**config.mk**
```make
export PLATFORM = sky130hd
export DESIGN_NAME = commit_stage_multi
export DESIGN_NICKNAME = d
export VERILOG_FILES = /design/src/rtl/ariane_pkg.sv /design/src/rtl/commit_serial_fsm.sv /design/src/rtl/commit_stage_multi.sv
export SDC_FILE = /design/constraint.sdc
export NUM_CORES = 1
export LEC_CHECK = 0
export BUFFER_PORTS_ARGS = -buffer_cell sky130_fd_sc_hd__buf_2
export CAP_MARGIN = 10
export CORE_AREA = 2 2 659 661
export DETAILED_ROUTE_END_ITERATION = 6
export DIE_AREA = 0 0 661 663
export GPL_TIMING_DRIVEN = 0
export SYNTH_ARGS = -nofsm -noshare
export SYNTH_HDL_FRONTEND = slang
export SYNTH_HIERARCHICAL = 1
export SYNTH_SLANG_ARGS = --single-unit
```
**constraint.sdc**
```tcl
create_clock -name clk_i -period 3.65 [get_ports clk_i]
set_input_delay 0.365 -clock clk_i [delete_from_list [all_inputs] [get_ports clk_i]]
set_output_delay 0.365 -clock clk_i [all_outputs]
set_load 0.01 [all_outputs]
```
**src/rtl/ariane_pkg.sv**
```systemverilog
// Shared types for the commit stage: instruction classes, scoreboard head entries,
// exception/AMO response records and the serialising-FSM state encoding.
package ariane_pkg;

  localparam int unsigned PKG_XLEN     = 64;
  localparam int unsigned PKG_TID_BITS = 3;

  typedef enum logic [3:0] {
    ALU, LOAD, STORE, CTRL, MULT, FPU, CSR, SERIAL, AMO
  } commit_class_e;

  typedef enum logic [3:0] {
    ADD, CSR_WRITE, CSR_READ, CSR_SET, CSR_CLEAR,
    FENCE, FENCE_I, SFENCE_VMA, AMO_SWAP, AMO_ADDW
  } fu_op;

  typedef struct packed {
    logic                valid;
    logic [PKG_XLEN-1:0] cause;
    logic [PKG_XLEN-1:0] tval;
  } exception_t;

  // For FPU entries ex.cause[4:0] carries the accrued fflags while ex.valid stays 0.
  typedef struct packed {
    logic                    valid;
    exception_t              ex;
    commit_class_e           cls;
    fu_op                    op;
    logic [4:0]              rd;
    logic                    is_fpr;
    logic [PKG_XLEN-1:0]     result;
    logic [PKG_TID_BITS-1:0] trans_id;
  } commit_entry_t;

  typedef struct packed {
    logic                ack;
    logic [PKG_XLEN-1:0] result;
  } amo_resp_t;

  typedef logic [1:0] commit_state_e;
  localparam commit_state_e ST_IDLE     = 2'd0;
  localparam commit_state_e ST_DRAIN    = 2'd1;
  localparam commit_state_e ST_FLUSH    = 2'd2;
  localparam commit_state_e ST_AMO_WAIT = 2'd3;

  // Classes that may retire at any port without side effects beyond a register write.
  function automatic logic is_simple(input commit_class_e c);
    return c inside {ALU, LOAD, CTRL, MULT, FPU};
  endfunction

endpackage

```
**src/rtl/commit_serial_fsm.sv**
```systemverilog
// Drain/flush FSM for serialising ops (FENCE, FENCE.I, SFENCE.VMA) and AMOs at the
// commit head. Retires port 0 itself in FLUSH and on the AMO response.
module commit_serial_fsm
  import ariane_pkg::*;
(
  input  logic          clk_i,
  input  logic          rst_ni,
  input  logic          flush_i,
  input  logic          halt_i,
  input  logic          head_ok_i,
  input  commit_class_e cls_i,
  input  fu_op          op_i,
  input  logic          no_st_pending_i,
  input  logic          amo_ack_i,
  output commit_state_e state_o,
  output logic          ack_o,
  output logic          amo_commit_o,
  output logic          amo_valid_commit_o,
  output logic          fence_o,
  output logic          fence_i_o,
  output logic          sfence_vma_o,
  output logic          flush_commit_o
);

  commit_state_e state_q, state_d;
  fu_op          op_q, op_d;
  logic          flush_pulse;
  logic          amo_done;

  // AMO handshake: amo_valid_commit_o stays high for the whole AMO_WAIT stay and the
  // LSU answers with a one-cycle amo_resp ack; that same cycle retires port 0.
  assign amo_valid_commit_o = (state_q == ST_AMO_WAIT);
  assign amo_done           = (state_q == ST_AMO_WAIT) && amo_ack_i && !flush_i;
  assign flush_pulse        = (state_q == ST_FLUSH) && !flush_i;

  always_comb begin
    state_d = state_q;
    op_d    = op_q;
    case (state_q)
      ST_IDLE: begin
        if (head_ok_i && !halt_i) begin
          if (cls_i == SERIAL) begin
            state_d = no_st_pending_i ? ST_FLUSH : ST_DRAIN;
            op_d    = op_i;
          end else if (cls_i == AMO) begin
            state_d = ST_AMO_WAIT;
          end
        end
      end
      ST_DRAIN:    if (no_st_pending_i) state_d = ST_FLUSH;
      ST_FLUSH:    state_d = ST_IDLE;
      ST_AMO_WAIT: if (amo_ack_i) state_d = ST_IDLE;
      default:     state_d = ST_IDLE;
    endcase
    if (flush_i) state_d = ST_IDLE;
  end

  always_ff @(posedge clk_i or negedge rst_ni) begin
    if (!rst_ni) begin
      state_q <= ST_IDLE;
      op_q    <= ADD;
    end else begin
      state_q <= state_d;
      op_q    <= op_d;
    end
  end

  assign state_o        = state_q;
  assign ack_o          = flush_pulse || amo_done;
  assign amo_commit_o   = amo_done;
  assign flush_commit_o = amo_done;
  assign fence_o        = flush_pulse && (op_q == FENCE);
  assign fence_i_o      = flush_pulse && (op_q == FENCE_I);
  assign sfence_vma_o   = flush_pulse && (op_q == SFENCE_VMA);

endmodule

```
**src/rtl/commit_stage_multi.sv**
```systemverilog
// N-port in-order commit stage: retires the longest eligible prefix of the head entries.
// Define COMMIT_INSTRET_EN to keep a retired-instruction counter on instret_o.
module commit_stage_multi
  import ariane_pkg::*;
#(
  parameter int unsigned NR_COMMIT_PORTS = 4,
  parameter int unsigned XLEN            = PKG_XLEN,
  parameter int unsigned TRANS_ID_BITS   = PKG_TID_BITS,
  parameter int unsigned CNT_W           = 64
) (
  input  logic                       clk_i,
  input  logic                       rst_ni,
  input  logic                       flush_i,
  input  logic                       halt_i,
  input  logic                       single_step_i,
  input  commit_entry_t              instr_i [NR_COMMIT_PORTS],
  output logic [NR_COMMIT_PORTS-1:0] commit_ack_o,
  output logic [4:0]                 waddr_o [NR_COMMIT_PORTS],
  output logic [XLEN-1:0]            wdata_o [NR_COMMIT_PORTS],
  output logic [NR_COMMIT_PORTS-1:0] we_gpr_o,
  output logic [NR_COMMIT_PORTS-1:0] we_fpr_o,
  output logic                       commit_lsu_o,
  input  logic                       commit_lsu_ready_i,
  output logic [TRANS_ID_BITS-1:0]   commit_tran_id_o,
  input  logic                       no_st_pending_i,
  output fu_op                       csr_op_o,
  output logic [XLEN-1:0]            csr_wdata_o,
  input  logic [XLEN-1:0]            csr_rdata_i,
  input  exception_t                 csr_exception_i,
  output logic                       csr_write_fflags_o,
  output logic                       commit_csr_o,
  output logic                       amo_valid_commit_o,
  input  amo_resp_t                  amo_resp_i,
  output logic                       fence_o,
  output logic                       fence_i_o,
  output logic                       sfence_vma_o,
  output logic                       flush_commit_o,
  output exception_t                 exception_o,
  output logic [CNT_W-1:0]           instret_o
);

  commit_state_e              state;
  commit_class_e              cls0;
  logic                       fsm_ack, amo_commit;
  logic                       head_ok, base0, csr_head;
  logic [NR_COMMIT_PORTS-1:0] ack;
  logic                       store_seen;
  logic [4:0]                 fflags;
  logic                       fflags_we;
  logic                       unused_bits;

  assign cls0     = instr_i[0].cls;
  assign head_ok  = instr_i[0].valid && !instr_i[0].ex.valid;
  assign base0    = head_ok && !halt_i && !flush_i && (state == ST_IDLE);
  assign csr_head = base0 && (cls0 == CSR);

  commit_serial_fsm u_fsm (
    .clk_i              (clk_i),
    .rst_ni             (rst_ni),
    .flush_i            (flush_i),
    .halt_i             (halt_i),
    .head_ok_i          (head_ok),
    .cls_i              (cls0),
    .op_i               (instr_i[0].op),
    .no_st_pending_i    (no_st_pending_i),
    .amo_ack_i          (amo_resp_i.ack),
    .state_o            (state),
    .ack_o              (fsm_ack),
    .amo_commit_o       (amo_commit),
    .amo_valid_commit_o (amo_valid_commit_o),
    .fence_o            (fence_o),
    .fence_i_o          (fence_i_o),
    .sfence_vma_o       (sfence_vma_o),
    .flush_commit_o     (flush_commit_o)
  );

  // Prefix build: each port needs the one below it acked, so the first refusal ends it.
  always_comb begin
    ack = '0;
    if (base0) begin
      case (cls0)
        ALU, LOAD, CTRL, MULT, FPU: ack[0] = 1'b1;
        STORE:                      ack[0] = commit_lsu_ready_i;
        CSR:                        ack[0] = !csr_exception_i.valid;
        default:                    ack[0] = 1'b0;
      endcase
    end
    if (fsm_ack) ack[0] = 1'b1;
    store_seen = ack[0] && (cls0 == STORE);
    for (int k = 1; k < NR_COMMIT_PORTS; k++) begin
      if (ack[k-1] && instr_i[k].valid && !instr_i[k].ex.valid && !single_step_i &&
          !(cls0 inside {CSR, SERIAL, AMO}) &&
          (is_simple(instr_i[k].cls) ||
           (instr_i[k].cls == STORE && commit_lsu_ready_i && !store_seen))) begin
        ack[k] = 1'b1;
        if (instr_i[k].cls == STORE) store_seen = 1'b1;
      end
    end
  end

  assign commit_ack_o = ack;

  always_comb begin
    commit_lsu_o     = 1'b0;
    commit_tran_id_o = instr_i[0].trans_id;
    fflags           = '0;
    fflags_we        = 1'b0;
    unused_bits      = ^csr_exception_i.tval;
    for (int k = 0; k < NR_COMMIT_PORTS; k++) begin
      waddr_o[k]  = instr_i[k].rd;
      wdata_o[k]  = instr_i[k].result;
      we_gpr_o[k] = ack[k] && !instr_i[k].is_fpr;
      we_fpr_o[k] = ack[k] && instr_i[k].is_fpr;
      unused_bits = unused_bits ^ (^instr_i[k]);
      if (ack[k] && instr_i[k].cls == STORE) begin
        commit_lsu_o     = 1'b1;
        commit_tran_id_o = instr_i[k].trans_id;
      end
      if (ack[k] && instr_i[k].cls == FPU) begin
        fflags_we = 1'b1;
        fflags    = fflags | instr_i[k].ex.cause[4:0];
      end
    end
    if (ack[0] && cls0 == CSR) wdata_o[0] = csr_rdata_i;
    if (amo_commit) begin
      wdata_o[0]  = amo_resp_i.result;
      we_gpr_o[0] = 1'b1;
      we_fpr_o[0] = 1'b0;
    end
  end

  assign csr_op_o           = csr_head ? instr_i[0].op : ADD;
  assign commit_csr_o       = ack[0] && (cls0 == CSR);
  assign csr_write_fflags_o = fflags_we;
  assign csr_wdata_o        = fflags_we ? XLEN'(fflags) :
                              csr_head  ? instr_i[0].result : '0;

  // The instruction's own exception outranks one raised by the CSR file.
  always_comb begin
    exception_o = '0;
    if (instr_i[0].valid && !halt_i) begin
      if (instr_i[0].ex.valid) begin
        exception_o = instr_i[0].ex;
      end else if (cls0 == CSR && csr_exception_i.valid) begin
        exception_o      = csr_exception_i;
        exception_o.tval = instr_i[0].ex.tval;
      end
    end
  end

`ifdef COMMIT_INSTRET_EN
  logic [CNT_W-1:0] instret_q;
  logic [CNT_W-1:0] ret_cnt;

  always_comb begin
    ret_cnt = '0;
    for (int k = 0; k < NR_COMMIT_PORTS; k++) ret_cnt = ret_cnt + CNT_W'(ack[k]);
  end

  always_ff @(posedge clk_i or negedge rst_ni) begin
    if (!rst_ni) instret_q <= '0;
    else         instret_q <= instret_q + ret_cnt;
  end

  assign instret_o = instret_q;
`else
  assign instret_o = '0;
`endif

endmodule

```
-- After elaboration in Yosys (flattened, before gate mapping)
Index checks and enable logic that the tools add are counted.
- flip-flop bits (word level): 6
- bits of input ports: 1109
- output and inout bits: 560
- logic and storage cells: 164
- equality and inequality tests: 33
- multiplexer cells: 43
- bitwise operators: 3
- reduce and logical (&&, ||, !) cells: 83
- operators with widths (operator ; number):
    $mux 129 ; 3
    $mux 64 ; 4
    $eq 4x3->1 const B ; 13
    $logic_and 1x1->1 ; 51
    $eq 4x2->1 const B ; 8
    $mux 5 ; 4
    $mux 1 ; 19
    $eq 4x1->1 const B ; 4
    $logic_not 1->1 ; 16
    $logic_not 4->1 ; 4
    $or 5x5->5 ; 3
    $reduce_bool 5->1 ; 3
    $mux 2 ; 7
    $mux 3 ; 3
    $pmux 2 s4 ; 1
    $ne 3x3->1 const B ; 2
    $reduce_or 5->1 ; 1
    $eq 2x2->1 const B ; 2
    $eq 4x4->1 const B ; 1
    $logic_or 1x1->1 ; 4
    $mux 4 ; 1
    $ne 4x2->1 const B ; 1
    $reduce_and 4->1 ; 1
    $ne 3x2->1 const B ; 1
    other kinds (5) ; 5

-- Logic depth before layout (Yosys ltp)
- word-level depth: 28
- gate-level depth with buffers: 8
- mapped depth without buffers: 8

-- Hierarchy
Netlist, hierarchy kept.
- modules (own cells, without submodules) (module ; times used ; cells each ; area each (µm²) ; sequential area each (µm²)):
    commit_stage_multi ; 1 ; 872 ; 5826.8 ; 0.0
    commit_serial_fsm ; 1 ; 39 ; 410.4 ; 150.1

-- Least setup slack after synthesis
OpenSTA, ideal clock, no wires.
- kind: in2out
- start: input port instr_i[499] in the netlist's numbering
- end: output port commit_tran_id_o[0]
- arrival: 2.816 ns
- required time: 3.285 ns
- slack: 0.469 ns
- stages: 7
- buffers on the path: 0
- path through: or4b_1 -> or2_0 -> a311o_1 -> a211oi_2 -> o211a_1 -> and3_1 -> mux2_2
- longest elaborated chain between the ends: 20
- elaborated cells between the ends (all ways): 40
- those cells by class: eq/ne (5); mux (10); reduce/logical (25)
- ends and longest elaborated chain (item ; line ; text):
    start: declaration ; commit_stage_multi.sv:16 ; input commit_entry_t instr_i [NR_COMMIT_PORTS],
    parallel branches: the longest is 3 deep, another holds $reduce_bool 5->1 ; n/a ;
    $logic_or 1x1->1 (*) ; commit_stage_multi.sv:93 ; (is_simple(instr_i[k].cls) ||
    $logic_and 1x1->1 (*) ; commit_stage_multi.sv:92 ; !(cls0 inside {CSR, SERIAL, AMO}) &&
    $mux 1 (*) ; commit_stage_multi.sv:91 ; if (ack[k-1] && instr_i[k].valid && !instr_i[k].ex.valid && !single_step_i &&
    net commit_ack_o[1] ; commit_stage_multi.sv:17 ; output logic [NR_COMMIT_PORTS-1:0] commit_ack_o,
    $logic_and 1x1->1 (*) (4 in series) ; commit_stage_multi.sv:91 ;
    $logic_and 1x1->1 (*) ; commit_stage_multi.sv:92 ;
    $mux 1 (*) ; commit_stage_multi.sv:91 ;
    net commit_ack_o[2] ; commit_stage_multi.sv:17 ;
    $logic_and 1x1->1 (4 in series) ; commit_stage_multi.sv:91 ;
    $logic_and 1x1->1 ; commit_stage_multi.sv:92 ;
    $mux 1 ; commit_stage_multi.sv:91 ;
    $logic_and 1x1->1 ; commit_stage_multi.sv:115 ; if (ack[k] && instr_i[k].cls == STORE) begin
    $mux 3 (*) ; commit_stage_multi.sv:115 ;
    end: declaration ; commit_stage_multi.sv:24 ; output logic [TRANS_ID_BITS-1:0] commit_tran_id_o,
Mark *: on every way through the listed nets, which the timed path passes.

-- Final worst setup path
- start: input port instr_i[501] in the netlist's numbering
- end: output port commit_tran_id_o[0]
- longest elaborated chain between the ends: 20
- elaborated cells between the ends (all ways): 40
- those cells by class: eq/ne (5); mux (10); reduce/logical (25)
- ends and longest elaborated chain (item ; line):
    parallel branches: the longest is 19 deep, another holds $reduce_bool 5->1 ; n/a
    $mux 3 (*) ; commit_stage_multi.sv:115
Every way passes the cells marked *.

==> metrics <==
outcome finished, violations left; failing checks negative setup slack; sequential share of power 0.040; Final Net Count 3052; Placer Congestion 0.933; Final Setup Violations 3; Logic pwr share 0.872; Sw Ratio 0.581; die area 438000 µm²; largest net degree at the start of global routing 12; CORE AREA 432000 µm²; Initial DRT Pass Iterations 6; number of enable flip-flop cells after synthesis 0; row cnt 242; Psw 1.15 mW; post-synthesis cell count 911; pwr dens slightly above 100 nW/µm²; Final WS setup -0.141 ns; synth top area cells buf_4 33%, mux2i_1 21%, and2_1 13%; CTS Sinks 6; Ys Warns 6; Max Slew Vio Count 0; io pins 1669; XOR/XNOR Fraction of Synth Area 0; flop and latch count out of synthesis 6; DP HPWL 276 mm; post-synthesis adder-cell area fraction 0; GRT overflow 0; worst path required time 3.28 ns; initial DRC count around 1100; most frequent cells after synthesis 277 x buf_4, 131 x and2_1, 128 x mux2i_1; Total Routing Usage GR 0.124; clock skew 0.000813 ns; final hold viol count 0; Die W between 600 and 700 µm; mux contribution to synthesized area 0.231; Synth area leader buf_4; CP Capture Type output port; Vias/cell approximately 1.7; WS Path Type in2out; headroom to the max-slew limit 0.229; most frequent cell after synthesis buf_4; Worst-Skew Late Latency between 0.2 and 0.25 ns; H-tree depth 1; Max Cap Viol 0; end-of-flow core utilization 0.0445; actual slew at the worst max-slew pin 1.14 ns; hold crit path type in2reg; Post-route DRC 0; Tmin final 3.79 ns; power share of the clock group 0.089; post-synth top area share 0.333; Cell variety after synth 54; syn avg cell area 6.85 µm²; number of global-route vias before repair 11000; I/O Buffers 947; initial core utilization 0.0144; VDD IR max 80.7 µV; CTS root buf clkbuf_16; fin cells 7760; Critical Path AT 3.43 ns; Power, Total between 1.5 and 2 mW; Fin Hold WS 0.356 ns; Main synth FF type dfrtp_1; fmax 264 MHz; initial antenna violation count 374; worst-path fanout max 3; largest family of logic cells by synthesized area buffers and inverters; fraction of registers with async set/reset 1.00; RSZ-0062 raised after global routing yes; post-synthesis simple-gate area fraction 0.274; Antenna Nets Post-Route 0; Area growth syn-to-layout 208%; CTS Buffer Depth 2; total internal power between 0.8 and 0.9 mW; Compound-Gate Fraction of Synth Area 0.0929; die height 663 µm; Num CTS Buffers 3; period utilization 1.04; Post-Syn Area 6240 µm²; Worst Setup Start Kind input pin; layout cells sized above 1 0.674; CTS tree built; WL/cell 36.3 µm; Via Count 13100; global-route wire length before repair roughly 300 mm; final wirelength 282 mm; Leak 7.57 nW; clk slew on worst S/H paths 0.03 ns; placed cell count approximately 7700; register area share after synthesis 0.0241
==> layer usage <==
| layer | up-vias | part of all wire | global-route usage |
|---|---|---|---|
| li1 | 4867 | - | - |
| met5 | - | 0.0076 | 0 |
| met3 | 776 | 0.23 | 0.130 |
| met1 | 5562 | 0.30 | 0.111 |
| met4 | 324 | 0.028 | 0.0195 |
| met2 | 1607 | 0.43 | 0.194 |
==> path summary, 6_finish.rpt <==
kind	from	endpoint	slack [ns]	depth (start not counted)
max	instr_i[501]	commit_tran_id_o[0]	-0.14	10
min	flush_i	u_fsm/state_o[0]	0.36	2
max reg2reg	u_fsm/state_o[0]	u_fsm/op_q[2]	2.12	4
min reg2reg	u_fsm/op_q[3]	u_fsm/op_q[3]	0.53	1
max in group asynchronous	rst_ni	u_fsm/state_o[1]	2.87	2
min in group asynchronous	rst_ni	u_fsm/op_q[1]	0.62	2
==> power groups by stage <==
| stage | combinational, mW | clock [mW] | sequential, mW |
|---|---|---|---|
| after floorplan | 0.539 | 0 | 0.0775 |
| after global placement | 1.76 | 0 | 0.0781 |
| after detailed placement | 1.77 | 0 | 0.0790 |
| after CTS | 1.81 | 0.179 | 0.0782 |
| after global routing | 1.85 | 0.180 | 0.0797 |
| final | 1.72 | 0.175 | 0.0782 |
==> layout by cell type, fill, tap and decap left out, drive strengths merged, types with 5 or more instances in the layout <==
cell	instances
o21ai	68
diode	85
o221ai	5
conb	64
buf	1250
inv	19
nand2	67
nor2	75
mux2	13
a21oi	5
mux2i	128
clkbuf	43
and2	131
dfrtp	6
a222oi	5
nor2b	6
==> flip-flops by register name (all words and copies together) (netlist names) <==
register and cells:
u_fsm/op_q 4, u_fsm/state_o 2
==> layout make-up <==
type / instances / area (µm²)
Fill cell: 51400 / 413000
Multi-Input combinational cell: 622 / 4160
Antenna cell: 85 / 213
Inverter: 19 / 71.3
Buffer: 326 / 2370
Sequential cell: 6 / 151
Clock buffer: 3 / 75.1
Timing Repair Buffer: 965 / 4990
Tap cell: 5734 / 7170
==> cell families (layout without fill, tap and decap cells) <==
family | after synthesis | count (layout)
compound gates | 96 | 96
buf+inv | 346 | 1313
other cells | 1 | 149
simple gates | 321 | 321
flops | 6 | 6
mux | 141 | 141
==> timing repair <==
item                                    in CTS  in global routing
endpoints found under the hold margin        6                  0
endpoints found under the setup margin     125                 31
gates resized for setup                    102                  7
pin swaps                                   13                  5
buffers inserted                            11                  1
hold buffers                                 1                  0
==> per-stage QoR <==
step / TNS [ns] / cell area (µm²) / worst slack [ns]
floorplan: 0 / 6470 / 0.469
global placement: -219.74 / 18400 / -3.41
detailed placement: -123.81 / 18400 / -2.05
CTS: -0.447 / 19000 / -0.166
global route: -0.465 / 19100 / -0.169
finish: -0.358 / 19200 / -0.141
==> worst max-delay path, cell delays in order <==
cell	delay, ns
buf_6	0.09
or4b_4	0.53
or2_4	0.25
a311o_1	0.38
a2111o_2	0.47
buf_12	0.16
mux2_4	0.30
mux2_4	0.36
mux2_4	0.31
buf_6	0.12
Power figures use the tool's default switching activity.
